==> src/rtl/io_pkg.sv <==
// Shared definitions for the IO block's run-length compressor and decompressor:
// field widths, compressor state encoding and the {run, value} word pack/unpack helpers.
package io_pkg;

    localparam int IO_DATA_W = 16;
    localparam int IO_RUN_W  = 16;
    localparam int IO_CNT_W  = 32;

    typedef enum logic [2:0] {
        IDLE,
        FIRST,
        RUN,
        FLUSH,
        DRAIN
    } io_cmp_state_t;

    function automatic logic [IO_RUN_W+IO_DATA_W-1:0] pack_word(
        input logic [IO_RUN_W-1:0]  run,
        input logic [IO_DATA_W-1:0] value
    );
        return {run, value};
    endfunction

    function automatic logic [IO_RUN_W-1:0] word_run(input logic [IO_RUN_W+IO_DATA_W-1:0] word);
        return word[IO_RUN_W+IO_DATA_W-1:IO_DATA_W];
    endfunction

    function automatic logic [IO_DATA_W-1:0] word_value(input logic [IO_RUN_W+IO_DATA_W-1:0] word);
        return word[IO_DATA_W-1:0];
    endfunction

endpackage

==> src/rtl/io_sample_counter.sv <==
// Loadable down counter tracking how many samples of a transfer remain.
// The count holds at zero instead of wrapping.
module io_sample_counter #(
    parameter int CNT_W = 32
) (
    input  logic             clk,
    input  logic             rst,
    input  logic             load,
    input  logic [CNT_W-1:0] load_val,
    input  logic             dec,
    output logic [CNT_W-1:0] count,
    output logic             zero
);

    assign zero = (count == '0);

    always_ff @(posedge clk or posedge rst) begin
        if (rst) begin
            count <= '0;
        end else if (load) begin
            count <= load_val;
        end else if (dec && !zero) begin
            count <= count - 1'b1;
        end
    end

endmodule

==> src/rtl/io_rle_compressor.sv <==
// Run-length encodes a counted stream of samples into {run, value} words for the CPU bus.
// A single output register holds the pending word; input stalls while it cannot be freed.
module io_rle_compressor
    import io_pkg::*;
#(
    parameter int DATA_W = IO_DATA_W,
    parameter int RUN_W  = IO_RUN_W,
    parameter int CNT_W  = IO_CNT_W
) (
    input  logic                   clk,
    input  logic                   rst,
    input  logic                   start,
    input  logic [CNT_W-1:0]       total_samples,
    input  logic                   in_valid,
    input  logic [DATA_W-1:0]      in_data,
    output logic                   in_ready,
    output logic                   out_valid,
    output logic [RUN_W+DATA_W-1:0] out_data,
    input  logic                   out_ready,
    output logic                   busy,
    output logic                   finished,
    output logic [CNT_W-1:0]       words_out
);

    localparam logic [RUN_W-1:0] RUN_MAX = '1;
    localparam logic [RUN_W-1:0] RUN_ONE = RUN_W'(1);

    function automatic logic [CNT_W-1:0] sat_inc(input logic [CNT_W-1:0] v);
        return (v == '1) ? v : v + 1'b1;
    endfunction

    io_cmp_state_t state, state_nxt;

    logic [DATA_W-1:0]       cur, cur_nxt;
    logic [RUN_W-1:0]        run, run_nxt;
    logic                    vld_p1;
    logic [RUN_W+DATA_W-1:0] word_p1, word_nxt;
    logic                    load_word;
    logic                    fin_nxt;
    logic                    cnt_load, cnt_dec, cnt_zero;
    logic [CNT_W-1:0]        remaining;
    logic                    words_clr;

    logic out_free, out_hs, accept, last_sample, same_run;

    io_sample_counter #(
        .CNT_W(CNT_W)
    ) u_remaining (
        .clk     (clk),
        .rst     (rst),
        .load    (cnt_load),
        .load_val(total_samples),
        .dec     (cnt_dec),
        .count   (remaining),
        .zero    (cnt_zero)
    );

    assign out_free    = !vld_p1 || out_ready;
    assign out_hs      = vld_p1 && out_ready;
    assign in_ready    = ((state == FIRST) || (state == RUN)) && out_free && !cnt_zero;
    assign accept      = in_valid && in_ready;
    assign last_sample = (remaining == CNT_W'(1));
    assign same_run    = (in_data == cur) && (run != RUN_MAX);

    assign out_valid = vld_p1;
    assign out_data  = word_p1;
    assign busy      = (state != IDLE);

    always_comb begin
        state_nxt = state;
        cur_nxt   = cur;
        run_nxt   = run;
        load_word = 1'b0;
        word_nxt  = word_p1;
        cnt_load  = 1'b0;
        cnt_dec   = 1'b0;
        words_clr = 1'b0;
        fin_nxt   = 1'b0;
        case (state)
            IDLE: begin
                if (start) begin
                    if (total_samples != '0) begin
                        cnt_load  = 1'b1;
                        words_clr = 1'b1;
                        cur_nxt   = '0;
                        run_nxt   = '0;
                        state_nxt = FIRST;
                    end else begin
                        fin_nxt = 1'b1;
                    end
                end
            end
            FIRST: begin
                if (accept) begin
                    cnt_dec = 1'b1;
                    cur_nxt = in_data;
                    run_nxt = RUN_ONE;
                    if (last_sample) begin
                        load_word = 1'b1;
                        word_nxt  = {RUN_ONE, in_data};
                        state_nxt = DRAIN;
                    end else begin
                        state_nxt = RUN;
                    end
                end
            end
            RUN: begin
                if (accept) begin
                    cnt_dec = 1'b1;
                    if (same_run) begin
                        run_nxt = run + 1'b1;
                        // A final sample that extends the run goes straight out, skipping FLUSH.
                        if (last_sample) begin
                            load_word = 1'b1;
                            word_nxt  = {run + 1'b1, cur};
                            state_nxt = DRAIN;
                        end
                    end else begin
                        load_word = 1'b1;
                        word_nxt  = {run, cur};
                        cur_nxt   = in_data;
                        run_nxt   = RUN_ONE;
                        if (last_sample) begin
                            state_nxt = FLUSH;
                        end
                    end
                end
            end
            FLUSH: begin
                if (out_free) begin
                    load_word = 1'b1;
                    word_nxt  = {run, cur};
                    state_nxt = DRAIN;
                end
            end
            DRAIN: begin
                if (out_hs) begin
                    fin_nxt   = 1'b1;
                    state_nxt = IDLE;
                end
            end
            default: state_nxt = IDLE;
        endcase
    end

    always_ff @(posedge clk or posedge rst) begin
        if (rst) begin
            state     <= IDLE;
            cur       <= '0;
            run       <= '0;
            finished  <= 1'b0;
            words_out <= '0;
        end else begin
            state    <= state_nxt;
            cur      <= cur_nxt;
            run      <= run_nxt;
            finished <= fin_nxt;
            if (words_clr) begin
                words_out <= '0;
            end else if (out_hs) begin
                words_out <= sat_inc(words_out);
            end
        end
    end

    // Output register stage
    always_ff @(posedge clk or posedge rst) begin
        if (rst) begin
            vld_p1  <= 1'b0;
            word_p1 <= '0;
        end else if (load_word) begin
            vld_p1  <= 1'b1;
            word_p1 <= word_nxt;
        end else if (out_hs) begin
            vld_p1  <= 1'b0;
        end
    end

endmodule

==> config.mk <==
export PLATFORM = sky130hd
export DESIGN_NAME = io_rle_compressor
export DESIGN_NICKNAME = d
export VERILOG_FILES = /design/src/rtl/io_pkg.sv /design/src/rtl/io_sample_counter.sv /design/src/rtl/io_rle_compressor.sv
export SDC_FILE = /design/constraint.sdc
export NUM_CORES = 1
export LEC_CHECK = 0
export ABC_CLOCK_PERIOD_IN_PS = 5280
export CAP_MARGIN = 20
export CORE_AREA = 2 2 123 125
export DETAILED_ROUTE_END_ITERATION = 6
export DIE_AREA = 0 0 125 127
export GPL_ROUTABILITY_DRIVEN = 0
export PLACE_DENSITY = 0.85
export SYNTH_ARGS = -nofsm -noshare
export SYNTH_HDL_FRONTEND = slang
export SYNTH_SLANG_ARGS = --single-unit
==> constraint.sdc <==
create_clock -name clk -period 5.28 [get_ports clk]
set_clock_uncertainty 0.15 [all_clocks]
set_input_delay 1.32 -clock clk [delete_from_list [all_inputs] [get_ports clk]]
set_output_delay 1.32 -clock clk [all_outputs]
set_load 0.03 [all_outputs]
# Word-level counts from Yosys, hierarchy flattened
# Cells that the tools add are included.
[word_totals]
ff_bits = 133
input_bits = 53
out_inout_bits = 68
wordCells = 105
[op_classes]
add_sub_neg = 3
eq_ne = 19
mux = 50
n_reduce_logical = 25
[ops]
columns = ["op", "n"]
rows = [
  ["2-to-1 mux 32 bit", 11],
  ["2-to-1 mux 16 bit", 8],
  ["case mux 16 bit (3 select lines)", 2],
  ["case mux 32 bit (3 select lines)", 1],
  ["adder 32 x 1 -> 32 bit (second input constant)", 1],
  ["== test 32 x 1 -> 1 bit (second input constant)", 1],
  ["== test 32 bit (second input constant)", 1],
  ["logical NOT 32 bit", 1],
  ["nonzero test 32 bit", 1],
  ["subtractor 32 x 1 -> 32 bit (second input constant)", 1],
  ["2-to-1 mux 3 bit", 10],
  ["!= test 2 bit (second input constant)", 10],
  ["adder 16 x 1 -> 16 bit (second input constant)", 1],
  ["== test 16 bit", 1],
  ["!= test 16 bit (second input constant)", 1],
  ["2-to-1 mux 1 bit", 15],
  ["case mux 3 bit (5 select lines)", 1],
  ["AND reduction 7 bit", 2],
  ["nonzero test 3 bit", 3],
  ["== test 3 x 2 -> 1 bit (second input constant)", 2],
  ["logical AND 1 bit", 6],
  ["AND reduction 6 bit", 1],
  ["nonzero test 2 bit", 3],
  ["AND reduction 5 bit", 1],
  ["10 further kinds", 12],
]

# Longest topological paths before layout
# Gate-level depths: netlist of run 1.
[logic_depth]
word_depth = 10
ltp_mapped = 9
depth_no_buf = 9

# Cells and area by module
# A second synthesis of run 1 with hierarchy kept.
[unflattened]
cells_unflattened = 833
hier_area_um2 = 7798.7
[modules_own_cells]
columns = ["mod", "n_inst", "cells_per_inst", "area_per_inst_um2", "seq_area_each_um2"]
rows = [
  ["io_rle_compressor", 1, 602, 5688.0, 2527.4],
  ["io_sample_counter", 1, 231, 2110.8, 800.8],
]

# Least setup slack after synthesis of run 1
# Ideal clock, no wire load.
[synth_timing]
path_kind = "register -> output"
startpoint = "register u_remaining.count[7]"
endpoint = "output in_ready"
t_arrival_ps = 2174
required_time_ps = 3810
slack_ps = 1636
stages_incl_launch_ff = 7
path_buffers = 2
path_cell_list = "dfrtp_1 -> or4_1 -> buf_2 -> nor4_4 -> a41oi_4 -> clkbuf_1 -> and2_1"
[synth_via]
elab_chain_len = 3
[synth_rtl]
columns = ["element", "line", "text"]
rows = [
  ["from (decl)", "io_sample_counter.sv:11", "output logic [CNT_W-1:0] count,"],
  ["from (signal assigned)", "io_sample_counter.sv:21", "count <= load_val;"],
  ["from (signal assigned)", "io_sample_counter.sv:23", "count <= count - 1'b1;"],
  ["logical NOT 32 bit", "io_sample_counter.sv:15", "assign zero = (count == '0);"],
  ["logical NOT 1 bit", "io_rle_compressor.sv:60", "assign in_ready = ((state == FIRST) || (state == RUN)) && out_free && !cnt_zero;"],
  ["logical AND 1 bit", "io_rle_compressor.sv:60", ""],
  ["to (decl)", "io_rle_compressor.sv:16", "output logic in_ready,"],
]
# No other way between the ends.

# Worst setup path in the final report of run 1
# Ends and elaborated chain as after synthesis.

==> run_results.csv, run 1 <==
group,metric,value,unit
finish,drive_above_1_share,0.0902,
routing,wl_met1,8.67,mm
finish,insertedDiodeCount,0,
cts,cts.repair.resized,0,
routing,ant_nets,0,
synthesis,yosysTopAreaCell,"dfrtp_1",
sta,post-route-period-util,0.909,
die,initial_core_util,0.541,
placement,pre_cts_ws,0.918,ns
synthesis,netlist_top_cells_area,"dfrtp_1, xor2_1, xnor2_1",
synthesis,synth_top_cells_by_count,"dfrtp_1, nand2_1, nor2_1, nor3_1, clkbuf_1",
finish,nFillCells,1106,
routing,dr_wl_met2,9.70,mm
sta,drv_slew,0,
cts,holdBufCountCts,0,
pwr,ir_drop,367,uV
critical_path,critPathArrivalTime,3.33,ns
routing,wl,20.5,mm
routing,maxUsedRoutingLayer,"met4",
routing,wl_per_cell,18.0,um
critical_path,worstPathRequired,3.81,ns
global_routing,grt_util_all_layers,0.258,
routing,viasPerCell,6.21,
critical_path,cp-end-kind,"output pin",
synthesis,ys_types,67,
finish,nets,999,
job,max_cap_violations,0,
global_routing,grt.overflow.total,0,
sta,relSlewSlack,0.378,
sta,whs,0.349,ns
global_routing,grt_pass1_wl,33.2,mm
die,dieHeight,127,um
outcome,outcome,"completed",
die,coreArea,14400,sq um
critical_path,cp_cell_sequence,"or4_1 -> nor4_4 -> a41oi_4 -> and2_1 -> clkdlybuf4s50_1",
finish,fin_util,0.675,
critical_path,timing_worst_setup_path_type,"reg -> out",
global_routing,grt_pass1_vias,6622,
routing,dr.pass1.iters,5,
pwr,power.density,514,nW/um^2
die,die_area,15900,sq um
die,die_w,125,um
routing,drc_errors,0,
synthesis,synthFlopType,"dfrtp_1",
synthesis,syn_nets,897,
sta,postLayoutSetupSlackWorst,0.483,ns
cts,htree_levels,4,
sta,worst_slew_pin_slew,0.932,ns
synthesis,synth_edf_count,0,
sta,layout_min_cycle_time,4.80,ns
sta,final-hold-violation-count,0,
synthesis,async_flop_share,1.00,
hold_path,hold_path.class,"reg -> reg",
hold_path,hold_path_depth,1,
critical_path,cp_slowest_cell,"or4_1",
sta,setup_violations,0,
global_routing,grt_max_degree,81,
finish,area_growth,24.8,%
die,num_rows,44,
cts,clock_path_buffers,2,
cts,clk_pin_slew,0.06,ns
cts,insertion_delay,0.43,ns
finish,regArea,3330,sq um
critical_path,cpPeakStageDelay,0.71,ns
critical_path,reg2reg_depth,7,
sta,fmax,0.208,GHz
critical_path,startpoint_type,"flop",
synthesis,syn_avg_cell_area,9.31,sq um
cts,root_buffer,"clkbuf_16",
synthesis,yosys_register_bits,133,
cts,cts_setup_buffers,0,
synthesis,synth_warnings,0,
cts,cts_tree,"done",
cts,numCtsBuffers,17,
synthesis,yosysSeqAreaShare,0.427,
placement,hpwl,13.7,mm
routing,dr_wl_met3,1.58,mm
pwr,p_leak,4.01,nW
routing,drt_iter0_drc,831,
finish,multiInputGateArea,4130,sq um
die,pin_count,121,
synthesis,synthesis.instances,838,
global_routing,antenna_found_initial,0,
critical_path,cp_max_fo,19,
sta,rsz0062_at_grt,"false",
placement,io_buffers,120,
routing,num_vias,7065,
synthesis,netlist.area_leader.share,0.427,
sta,finalSetupTns,0,ns
cts,clock-sinks,133,
synthesis,synth_most_common_cell,"dfrtp_1",
synthesis,syn-cell-area,7800,sq um
power breakdown:
group	switching [mW]	leakage (nW)	internal, mW
Sequential	0.259	1.75	1.27
Clock	0.475	0.278	0.699
Combinational	1.38	1.98	0.911
Total	2.12	4.01	2.88
cell usage in the layout (no fill, tap or decap), types with 30 or more instances in the layout:
cell | netlist | routed
nor3_1 | 44 | 44
nand3_1 | 34 | 34
xor2_1 | 36 | 36
xnor2_1 | 35 | 35
inv_1 | 36 | 35
clkdlybuf4s50_1 | 0 | 120
o21ai_0 | 38 | 38
nand2_1 | 70 | 70
o211ai_1 | 30 | 30
dfrtp_1 | 133 | 133
nor2_1 | 65 | 64
per-layer routing:
metal  track usage  vias to the layer above
li1              -                     3275
met1         0.344                     3399
met2         0.411                      335
met3        0.0570                       56
met4         0.110                        0
met5             0                        -
metrics by stage:
step | total power, mW | cell area (sq um) | std cells
finish | 5.00 | 9740 | 1137
global route | 5.28 | 9740 | 1137
CTS | 4.98 | 9730 | 1136
detailed placement | 3.79 | 9150 | 1104
global placement | 3.72 | 9140 | 1103
floorplan | 3.15 | 7800 | 838
sequential cells by signal (all words and copies together) (netlist names):
name	flops
out_data	32
u_remaining.count	32
words_out	32
cur	16
run	16
state	3
finished	1
out_valid	1
worst max-delay path, delay by kind of cell (launching register included):
family / cells / cell delay, ns
flip-flops: 1 / 0.43
buffers and inverters: 1 / 0.60
AND/OR/NAND/NOR: 3 / 1.48
AO/OA/AOI/OAI: 1 / 0.39
cell families (layout without fill, tap and decap cells):
group           count (synthesis)  after routing  synth area share
buf+inv                        89            204            0.0457
fa+ha+maj                       6              6           0.00962
mux                            37             37            0.0555
flops                         133            133             0.427
xor+xnor                       71             71            0.0797
compound gates                169            169             0.160
simple gates                  333            333             0.222
cell type report:
cell class | count | area share
tap | 184 | 0.0236
timing repair buffer | 136 | 0.137
sequential | 133 | 0.342
clock buffer | 18 | 0.0441
clock inverter | 14 | 0.0154
inverter | 36 | 0.0141
multi-input combinational | 616 | 0.424
worst paths after layout:
kind / start / to / slack, ns
max in group asynchronous: rst / out_data[28] / 2.89
min in group asynchronous: rst / out_data[3] / 1.20
min: u_remaining.count[31] / u_remaining.count[31] / 0.35
max reg2reg: u_remaining.count[7] / out_data[20] / 1.61
min reg2reg: u_remaining.count[31] / u_remaining.count[31] / 0.35
max: u_remaining.count[7] / in_ready / 0.48
(Power assumes the default switching activity.)
==> run 2, diff against run 1 <==
Settings changed: HOLD_SLACK_MARGIN from default to 0.05, TNS_END_PERCENT from default to 10.
==> results of run 2 <==
The final DEF is identical to that of run 1; final timing and power are the same.
==> patch (config.mk and constraints of run 1) <==
The package constant `IO_DATA_W` goes from 16 to 32.
--- a/src/rtl/io_pkg.sv
+++ b/src/rtl/io_pkg.sv
@@ -2,7 +2,7 @@
 // field widths, compressor state encoding and the {run, value} word pack/unpack helpers.
 package io_pkg;
 
-    localparam int IO_DATA_W = 16;
+    localparam int IO_DATA_W = 32;
     localparam int IO_RUN_W  = 16;
     localparam int IO_CNT_W  = 32;
 
Ports: changed (resized in_data and out_data); port bits go from 121 to 153. No check against the original RTL was run, so the function may have changed too.
==> patch against run 1 <==
- clock power increased by 14%
- sequential cell count up 32
- worst hold slack gained 0.00094 ns
- cell count is 7.9% higher
- maximum frequency grew 2.7%
- register-to-register slack lost 0.05 ns
- synthesized cell count grew 7.8%
- power increased by 4.7%
- routed wire length grew 12%
- synthesized area increased by 13%
- global-route usage increased by 3.6 points
- cell area is 14% higher
- worst setup slack improved by 0.13 ns
- largest power group unchanged
==> patch: results (changes against run 1) <==
outcome=finished, final reports clean; met2 WL post-DR=11280 um (+16%); vias in the first global route=7439 (+12%); crit-path max FO=4 (-15); fillers=984 (-11%); final std cells w/o fill=1227 (+7.9%); Core Util, Final=77.18% (+9.7 points); Worst Slack Setup Final=0.6101 ns (+0.1275 ns); Final nets=1106 (+11%); Post-synth top cells=165 x dfrtp_1, 74 x nand3_1, 69 x nand2_1, 69 x nor2_1, 67 x xnor2_1; CP arrival=3.20 ns (-0.13 ns); met3 WL=1694 um (+7.4%); hold_sp=out_data[13]; clock buffers=17 (-1); PortBufs=152 (+27%); delay of the slowest critical-path stage=0.69 ns (-0.02 ns); routing usage on met1=40.84% (+6.4 points); post-DP HPWL=15230 um (+11%); delay-heaviest family, CP=buffers and inverters; area of the multi-input gates=0.004420 mm2 (+7.1%); Non-clock buffers, area share=15.08% (+1.4 points); multi-input gate share of the layout cell area=39.71% (-2.7 points); Pleak=4.625 nW (+15%); hold depth=2 (+1); Slew HR=39.43% (+1.6 points); instance count of the mapped netlist=903 (+7.8%); post-synth cell types=64 (-4.5%); reg2reg start=u_remaining.count[13]; first-pass GRT wire length=38150 um (+15%); worst reg2reg setup slack=1.56 ns (-0.05 ns); Post-Syn Nets=978 (+9.0%)
==> patch: cell count changes after synthesis, sizes merged, moves of 22 or more <==
| cell | run 1 | this run |
|---|---|---|
| a22o | 14 | 36 |
| o21ai | 41 | 66 |
| o211ai | 30 | 5 |
| xnor2 | 35 | 67 |
| inv | 36 | 12 |
| dfrtp | 133 | 165 |
| nand3 | 35 | 74 |
| nor3 | 45 | 19 |
==> patch: logic make-up after synthesis <==
| logic type | Yosys count | share of synthesized area (%) |
|---|---|---|
| xor gates and xnor gates | 87 | 8.619 |
| buffers and inverters | 71 | 3.764 |
| muxes | 40 | 4.585 |
| adders and majority gates | 6 | 0.8491 |
| AOI/OAI and AO/OA | 187 | 15.12 |
| and+or+nand+nor | 347 | 20.37 |
| DFF | 165 | 46.70 |
==> patch: power by group <==
part	switching (W)	internal [W]
Combinational	0.00117	0.000805
Sequential	0.000339	0.00160
Clock	0.000529	0.000796
